==> src/rtl/ctrl_spi_slave.sv <==
// ctrl_spi_slave: SPI (mode 0) slave that snapshots the receiver channel set on
// each ch_data_rdy and shifts {status, channels N-1..0} out MSB-first on miso.
// The SPI pins are oversampled in the clk_system domain.
// Ports:
//   clk_system, reset      - system clock, asynchronous active-high reset
//   ch_data, ch_data_rdy   - channel bus (channel 0 in LSBs) and its one-cycle strobe
//   sck, mosi, slave_select_n - SPI pins from the host (asynchronous)
//   miso                   - SPI data to host (registered, 0 outside ACTIVE)
//   frame_done             - one-cycle pulse after a complete frame
//   overrun                - sticky, a receiver update was dropped
module ctrl_spi_slave #(
    parameter int unsigned NUM_CHANNELS  = 4,
    parameter int unsigned CHANNEL_WIDTH = 16
) (
    input  logic                                  clk_system,
    input  logic                                  reset,
    input  logic [NUM_CHANNELS*CHANNEL_WIDTH-1:0] ch_data,
    input  logic                                  ch_data_rdy,
    input  logic                                  sck,
    input  logic                                  mosi,
    input  logic                                  slave_select_n,
    output logic                                  miso,
    output logic                                  frame_done,
    output logic                                  overrun
);
    localparam int unsigned DATA_W  = NUM_CHANNELS * CHANNEL_WIDTH;
    localparam int unsigned FRAME_W = 8 + DATA_W;
    localparam int unsigned CNT_W   = $clog2(FRAME_W + 1);

    typedef enum logic [1:0] {
        IDLE   = 2'd0,
        ACTIVE = 2'd1,
        TAIL   = 2'd2
    } state_t;

    state_t              state;
    logic                sck_meta, sck_sync, sck_prev;
    logic                mosi_meta, mosi_sync;
    logic                ss_meta, ss_sync, ss_prev;
    logic [DATA_W-1:0]   snap, pend;
    logic                pend_valid;
    logic                new_flag;
    logic [3:0]          seq;
    logic [FRAME_W-1:0]  tx;
    logic [CNT_W-1:0]    bit_cnt;
    logic [7:0]          cmd;

    logic                sck_rise, sck_fall, ss_rise, ss_fall;
    logic                snap_load, pend_load, drop;
    logic [DATA_W-1:0]   snap_src, snap_next;
    logic [3:0]          seq_next;
    logic                new_flag_next;
    logic [7:0]          status;
    logic                unused_cmd;

    assign sck_rise = sck_sync & ~sck_prev;
    assign sck_fall = ~sck_sync & sck_prev;
    assign ss_rise  = ss_sync & ~ss_prev;
    assign ss_fall  = ~ss_sync & ss_prev;

    // Only the last command bit acts on anything; the upper bits are kept for visibility.
    assign unused_cmd = ^cmd[7:1];

    // Decide where a receiver strobe lands and what the snapshot becomes this cycle.
    // A strobe coinciding with select rise is newer than pend, so it wins and pend is dropped.
    always_comb begin
        snap_load = 1'b0;
        pend_load = 1'b0;
        drop      = 1'b0;
        snap_src  = ch_data;
        if (state == IDLE) begin
            snap_load = ch_data_rdy;
        end else if (ss_rise) begin
            if (ch_data_rdy) begin
                snap_load = 1'b1;
                drop      = pend_valid;
            end else if (pend_valid) begin
                snap_load = 1'b1;
                snap_src  = pend;
            end
        end else if (ch_data_rdy) begin
            pend_load = 1'b1;
            drop      = pend_valid;
        end
        snap_next     = snap_load ? snap_src : snap;
        seq_next      = snap_load ? seq + 4'd1 : seq;
        new_flag_next = snap_load | new_flag;
        status        = {new_flag_next, overrun, 2'b00, seq_next};
    end

    // Synchronizers, snapshot bookkeeping and frame FSM.
    always_ff @(posedge clk_system or posedge reset) begin
        if (reset) begin
            sck_meta   <= 1'b0;
            sck_sync   <= 1'b0;
            sck_prev   <= 1'b0;
            mosi_meta  <= 1'b0;
            mosi_sync  <= 1'b0;
            ss_meta    <= 1'b1;
            ss_sync    <= 1'b1;
            ss_prev    <= 1'b1;
            state      <= IDLE;
            snap       <= '0;
            pend       <= '0;
            pend_valid <= 1'b0;
            new_flag   <= 1'b0;
            seq        <= 4'd0;
            tx         <= '0;
            bit_cnt    <= '0;
            cmd        <= 8'h00;
            miso       <= 1'b0;
            frame_done <= 1'b0;
            overrun    <= 1'b0;
        end else begin
            sck_meta   <= sck;
            sck_sync   <= sck_meta;
            sck_prev   <= sck_sync;
            mosi_meta  <= mosi;
            mosi_sync  <= mosi_meta;
            ss_meta    <= slave_select_n;
            ss_sync    <= ss_meta;
            ss_prev    <= ss_sync;

            frame_done <= 1'b0;
            snap       <= snap_next;
            seq        <= seq_next;
            new_flag   <= new_flag_next;
            if (pend_load) begin
                pend       <= ch_data;
                pend_valid <= 1'b1;
            end

            case (state)
                IDLE: begin
                    miso <= 1'b0;
                    if (ss_fall) begin
                        tx      <= {status, snap_next};
                        bit_cnt <= '0;
                        cmd     <= 8'h00;
                        state   <= ACTIVE;
                    end
                end
                ACTIVE: begin
                    miso <= tx[FRAME_W-1];
                    if (ss_rise) begin
                        // Short frame: abort without touching the flags.
                        pend_valid <= 1'b0;
                        state      <= IDLE;
                    end else begin
                        if (sck_rise) begin
                            bit_cnt <= bit_cnt + CNT_W'(1);
                            if (bit_cnt < CNT_W'(8)) begin
                                cmd <= {cmd[6:0], mosi_sync};
                            end
                            if (bit_cnt == CNT_W'(FRAME_W - 1)) begin
                                state <= TAIL;
                            end
                        end
                        if (sck_fall) begin
                            tx <= {tx[FRAME_W-2:0], 1'b0};
                        end
                    end
                end
                TAIL: begin
                    miso <= 1'b0;
                    if (ss_rise) begin
                        frame_done <= 1'b1;
                        // A snapshot load in the same cycle keeps new_flag set.
                        new_flag   <= snap_load;
                        if (cmd[0]) begin
                            overrun <= 1'b0;
                        end
                        pend_valid <= 1'b0;
                        state      <= IDLE;
                    end
                end
                default: begin
                    miso  <= 1'b0;
                    state <= IDLE;
                end
            endcase

            // Dropping an update outranks a host clear in the same cycle.
            if (drop) begin
                overrun <= 1'b1;
            end
        end
    end
endmodule

==> config.mk <==
export PLATFORM = sky130hd
export DESIGN_NAME = ctrl_spi_slave
export DESIGN_NICKNAME = d
export VERILOG_FILES = /design/src/rtl/ctrl_spi_slave.sv
export SDC_FILE = /design/constraint.sdc
export NUM_CORES = 1
export LEC_CHECK = 0
export ABC_CLOCK_PERIOD_IN_PS = 7000
export BUFFER_PORTS_ARGS = -buffer_cell sky130_fd_sc_hd__buf_4
export CAP_MARGIN = 25
export CORE_ASPECT_RATIO = 0.8
export CORE_MARGIN = 1
export CORE_UTILIZATION = 40
export CTS_BUF_LIST = sky130_fd_sc_hd__clkbuf_8
export DETAILED_ROUTE_END_ITERATION = 8
export HOLD_SLACK_MARGIN = 0.15
export SYNTH_ARGS = -nofsm -noshare
export SYNTH_HDL_FRONTEND = slang
export SYNTH_SLANG_ARGS = --single-unit
==> constraint.sdc <==
create_clock -name clk_system -period 7 [get_ports clk_system]
set_input_delay 1.05 -clock clk_system [delete_from_list [all_inputs] [get_ports clk_system]]
set_output_delay 1.05 -clock clk_system [all_outputs]
set_load 0.05 [all_outputs]
After elaboration in Yosys (flattened, before gate mapping)
Index checks and enable logic that the tools add are counted.
{"block": "word_totals", "in_bits": 70, "output_inout_bits": 3, "regBits": 227, "word_cells": 100}
{"block": "classes", "n_mux": 46, "n_eq_ne": 11, "n_lt_le_gt_ge": 1, "n_addsub": 2, "bitwise": 9, "n_reduce_logical": 11}
{"op": "64-bit 2-to-1 mux", "n": 5}
{"op": "72-bit 2-to-1 mux", "n": 3}
{"op": "72-bit case mux with 2 select lines", "n": 1}
{"op": "1-bit 2-to-1 mux", "n": 25}
{"op": "7-bit 2-to-1 mux", "n": 3}
{"op": "7-bit case mux with 2 select lines", "n": 1}
{"op": "2-bit != test (second input constant)", "n": 6}
{"op": "4-bit AND reduction", "n": 3}
{"op": "2-bit 2-to-1 mux", "n": 5}
{"op": "2-bit nonzero test", "n": 4}
{"op": "7-bit by 1-bit adder with 7-bit output (second input constant)", "n": 1}
{"op": "7-bit equality test (second input constant)", "n": 1}
{"op": "7-bit by 4-bit < comparator with 1-bit output (second input constant)", "n": 1}
{"op": "3-bit != test (second input constant)", "n": 2}
{"op": "2-bit case mux with 3 select lines", "n": 1}
{"op": "5-bit AND reduction", "n": 1}
{"op": "4-bit by 1-bit adder with 4-bit output (second input constant)", "n": 1}
{"op": "1-bit bitwise AND", "n": 4}
{"op": "4-bit 2-to-1 mux", "n": 1}
{"op": "1-bit inverter", "n": 4}
{"op": "3-bit AND reduction", "n": 1}
{"op": "2-bit by 1-bit equality test with 1-bit output (second input constant)", "n": 1}
{"op": "2-bit equality test (second input constant)", "n": 1}
{"op": "2-bit logical NOT", "n": 1}
{"op": "3 further kinds", "n": 3}

Depth between registers and ports, before layout
{"block": "depth", "word_depth": 7, "mapped_depth": 11, "mapped_depth_nobuf": 7}

Worst setup path before layout
Ideal clock, no wire load.
{"block": "synth_path", "kind": "input to register", "from": "input port ch_data_rdy", "to": "register tx[32]", "cell_stages": 7, "required_time_ns": 6.874, "t_arrival_ns": 2.141, "setup_time_ns": 0.126, "path_buffers": 3, "setup_slack_ns": 4.732, "cell_sequence": "buf_2 o22a_1 buf_2 buf_2 or2_1 a32oi_1 o21ai_1"}
{"block": "synth_via", "elab_chain_len": 6, "word_cells_on_any_way": 9, "cone_classes": "mux: 9"}
{"item": "start, declared", "line": "18", "rtl": "input logic ch_data_rdy,"}
{"item": "64-bit 2-to-1 mux / 1-bit 2-to-1 mux (equally long branches)", "line": "74", "rtl": "if (ch_data_rdy) begin"}
{"item": "64-bit 2-to-1 mux / 1-bit 2-to-1 mux (equally long branches)", "line": "73", "rtl": "end else if (ss_rise) begin"}
{"item": "64-bit 2-to-1 mux / 1-bit 2-to-1 mux (equally long branches)", "line": "71", "rtl": "if (state == IDLE) begin"}
{"item": "64-bit 2-to-1 mux *", "line": "85", "rtl": "snap_next = snap_load ? snap_src : snap;"}
{"item": "72-bit 2-to-1 mux *", "line": "136", "rtl": "if (ss_fall) begin"}
{"item": "72-bit case mux with 2 select lines *", "line": "133", "rtl": "case (state)"}
{"item": "end signal, assigned", "line": "137", "rtl": "tx <= {status, snap_next};"}
{"item": "end signal, assigned", "line": "160", "rtl": "tx <= {tx[FRAME_W-2:0], 1'b0};"}
{"item": "end, declared", "line": "44", "rtl": "logic [FRAME_W-1:0] tx;"}
Every way passes the cells marked *; elsewhere a longest branch is shown, timed or not. The select of a mux whose other input is x is not followed.
A chain may end at the register's enable or synchronous reset.

Worst setup path in the final report
{"block": "layout_path", "from": "register state[1]", "to": "register tx[8]"}
{"block": "layout_via", "elab_chain_len": 5, "word_cells_on_any_way": 12, "cone_classes": "eq/ne: 4; mux: 5; reduce/logical: 3"}
{"item": "start, declared", "line": "36", "rtl": "state_t state;"}
{"item": "start signal, assigned", "line": "102", "rtl": "state <= IDLE;"}
{"item": "start signal, assigned", "line": "140", "rtl": "state <= ACTIVE;"}
{"item": "start signal, assigned", "line": "148", "rtl": "state <= IDLE;"}
{"item": "2-bit logical NOT", "line": "71, 133"}
{"item": "64-bit 2-to-1 mux / 1-bit 2-to-1 mux (equally long branches)", "line": "71"}
{"item": "64-bit 2-to-1 mux", "line": "85"}
{"item": "72-bit 2-to-1 mux", "line": "136"}
{"item": "72-bit case mux with 2 select lines", "line": "133"}
Parallel ways exist; a longest one is shown, timed or not. The select of a mux whose other input is x is not followed.

==> impl.org <==
** Routing
- Post-DR wirelength/cell :: about 16 um
- Drt initial violations :: roughly 420
- Pre-antenna DRT Iters :: 5
- Number of vias after detailed routing :: roughly 7,500
- The final layout contains routed wiring with a total length of approximately 23,000 um.
- In this run the remaining antenna-violating nets after routing total 0.
- Dividing the detail-routed via count by the number of cells gives 5.37.
- Number of remaining DRC errors :: 0

** Timing
- Of the available clock period, the critical path in the final layout requires slightly above 50%.
- Total negative slack :: 0 ns
- Final Critical Period :: 3.54 ns
- In this run the tightest slew margin relative to its limit is around a third.
- Clock skew on the completed layout was measured at 0.0325 ns.
- Actual transition at the worst max-transition pin :: between 0.9 and 1 ns
- Count of final setup violators :: 0
- Final Max Slew Viols :: 0
- Setup repair after global routing missed its margin :: no
- Derived from the worst setup path, the maximum achievable clock frequency is between 200 and 300 MHz.
- The number of hold violations in the final report was 0.

** Finish
- Cells fill approximately 47% of the core in the end.
- For this run, the post-layout net count is 1,123.
- Area growth from synthesis to layout :: 15.2%
- Layout cell share with drive strength beyond 1 :: 20.7%
- The number of antenna diodes in the final layout is 0.

** CTS
- No sink is reached through more buffers than the 3 on the longest clock path.
- Buffers inserted to repair hold after CTS numbered 0.
- The number of gates resized after CTS was 0.
- The number of clock buffers added by TritonCTS is 40.
- In this run the number of H-tree levels came out at 2.
- TritonCTS built the clock tree.
- Clock transition time at the flip-flop clock pins of the worst setup and hold paths :: ~0.06 ns
- Clock latency on the worst-skew pair :: around 0.55 ns
- In this run the post-CTS setup repair buffer count came out at 0.
- Root buffer selected by CTS :: clkbuf_8
- Num Clock Sinks :: 227

** Critical path
- In this run the worst path has a maximum fanout of between 50 and 60.
- The critical path is of the reg2reg type.
- Critical path endpoint category :: flop
- Crit path launch type :: flop
- Data arrival time at the worst-slack endpoint :: about 4 ns
- At the worst endpoint, the required time is around 7.5 ns.

** Logic synthesis
- Synthesis produced between 900 and 1,000 cells.
- Most instantiated flip-flop cell in the synthesis netlist :: dfrtp_1
- Counting flops and latches in the post-synthesis netlist gives roughly 230.
- Yosys printed 0 warnings.
- Number of enable flip-flop cells after synthesis :: 0
- The share of synthesized area in the top cell type comes to a little over half.
- The number of nets handed over by synthesis was roughly 1,100.
- In the post-synthesis netlist, the biggest area contributors are dfrtp_1 54%, mux2_2 6.7%, nand2_1 5.2%, o211ai_1 4.8%, a221o_1 3.0%.
- Netlist cell types :: between 40 and 50
- Counting flops with an async set or reset pin after synthesis yields a share of between 90% and 100%.
- The share of the Yosys chip area taken by registers is roughly 55%.
- Post-synthesis instance area :: between 10,000 and 15,000 sq um
- Summed over all instances, the cell type with the most area after synthesis is dfrtp_1.
- Syn avg cell area :: 10.3 sq um

** Job
- Total of max-cap violations :: 0

** GRT
- Vias in the first global route :: roughly 7,400
- Wire length of the first global-routing pass :: about 38,000 um
- Summed over all layers, the global routing overflow is 0.
- Number of antenna violations at the first check in global routing :: 0
- Global routing used between 10% and 20% of the available tracks across all layers.
- Largest net degree at the start of global routing :: 95

** Die
- Horizontal extent of the die :: ~180 um
- For this configuration, the core starts out at a cell density of 40.7%.
- Number of primary I/O pins :: between 70 and 80
- In this run the vertical extent of the chip is between 100 and 150 um.
- Die outline area :: between 20,000 and 30,000 sq um
- The floorplan has 52 rows.
- Placeable core region :: 25,300 sq um

** Power
- Power per cell area :: approximately 410 nW/um^2
- Across the VDD grid, the largest voltage drop is approximately 0.2 mV.
- Summed over all cells, the static leakage comes to ~5.2 nW.

** Placed design
- The HPWL after detailed placement is between 10,000 and 15,000 um.
- Count of buffers from port buffering :: 72
- Routability-driven placement finished with a final weighted congestion of 0.766.

** Hold path
- Class of the tightest hold or removal check :: reg2reg

** Outcome
- Outcome :: completed
## layer usage
layer	global-route usage, %	wire [um]
met5	0	0
met4	5.51	363
met3	3.45	1030
met2	27.0	10000
met1	25.9	11500
## flip-flops by register name, summed over array words and instances (netlist names), 2 cells and up
register and flops:
tx 72, pend 64, seq 4, snap 64, state 2, bit_cnt 7
## power breakdown
part,switching (mW),internal [mW]
combinational,0.826,0.665
sequential,0.260,1.91
clock,0.542,0.689
## worst max-delay path: stages (launching register included)
cell	delay [ns]
dfrtp_1	0.43
inv_1	0.13
ha_2	0.60
buf_4	0.61
nor3b_4	0.12
a21oi_4	0.77
buf_4	0.54
a221o_1	0.24
## cell usage after synthesis, types with 5 or more instances
cell type,n
dfrtp_1,224
and3_1,33
or2_1,22
a21oi_1,38
inv_1,39
a31oi_1,32
o211ai_1,66
o21ai_1,5
nor2_1,43
buf_1,8
o21ai_0,43
buf_2,29
a221o_1,31
ha_1,5
clkbuf_1,29
nand3_1,40
or2_2,7
nor2b_1,5
nand2_1,143
xor2_1,5
and2_1,33
mux2_2,61
## cell usage in the layout (no fill, tap or decap), types with 2 or more instances in the layout
master        n
dfrtp_1     224
nand2_1     141
buf_4        82
o211ai_1     66
mux2_2       61
clkbuf_8     51
inv_1        48
o21ai_0      43
nor2_1       43
nand3_1      40
a21oi_1      38
and3_1       33
and2_1       32
a31oi_1      32
a221o_1      31
or2_1        22
or2_2         7
nor2b_1       5
o21ai_1       5
xor2_1        5
nand2b_1      4
a32oi_1       4
o2111ai_1     4
o221ai_1      4
nor3_1        4
ha_1          4
o21a_1        3
dfstp_2       3
xnor2_1       2
mux2i_1       2
a22oi_1       2
clkinvlp_4    2
nand4_1       2
## final timing paths
kind	startpoint	endpoint	slack [ns]	cells after the start
hold reg to reg	mosi_meta	mosi_sync	0.36	0
max in group asynchronous	reset	pend[55]	5.24	4
min in group asynchronous	reset	pend[38]	0.39	2
hold / removal	mosi_meta	mosi_sync	0.36	0
setup / recovery	state[1]	tx[8]	3.46	7
setup reg to reg	state[1]	tx[8]	3.46	7
## cell families after synthesis
family | count (synthesis) | share of synthesized area [%]
adder cells (fa/ha/maj) | 5 | 0.608
buffers and inverters | 112 | 4.80
AO/OA/AOI/OAI | 238 | 15.9
XOR/XNOR | 7 | 0.596
AND/OR/NAND/NOR | 343 | 16.0
multiplexers | 63 | 6.87
flip-flops | 227 | 55.2
## metrics by stage
stage	hold slack (ns)	total power [mW]	area (sq um)	std cells	setup WS, ns
final	0.356	4.89	11900	1396	3.46
after global routing	0.362	5.26	11900	1396	3.19
after CTS	0.358	4.95	11800	1394	3.45
after detailed placement	0.338	3.68	11000	1328	3.44
after global placement	0.335	3.64	11000	1328	3.47
after floorplan	0.331	3.33	10300	995	2.99
## final cells by class
type	count	area (sq um)
fillers	2361	13500
flip-flops and latches	227	5680
multi-input cells	656	4150
clock buffers	51	702
repair buffers	84	663
well taps	324	405
inverters	39	150
clock inverters	15	100
Note: power is estimated with default switching activity, not from simulation.
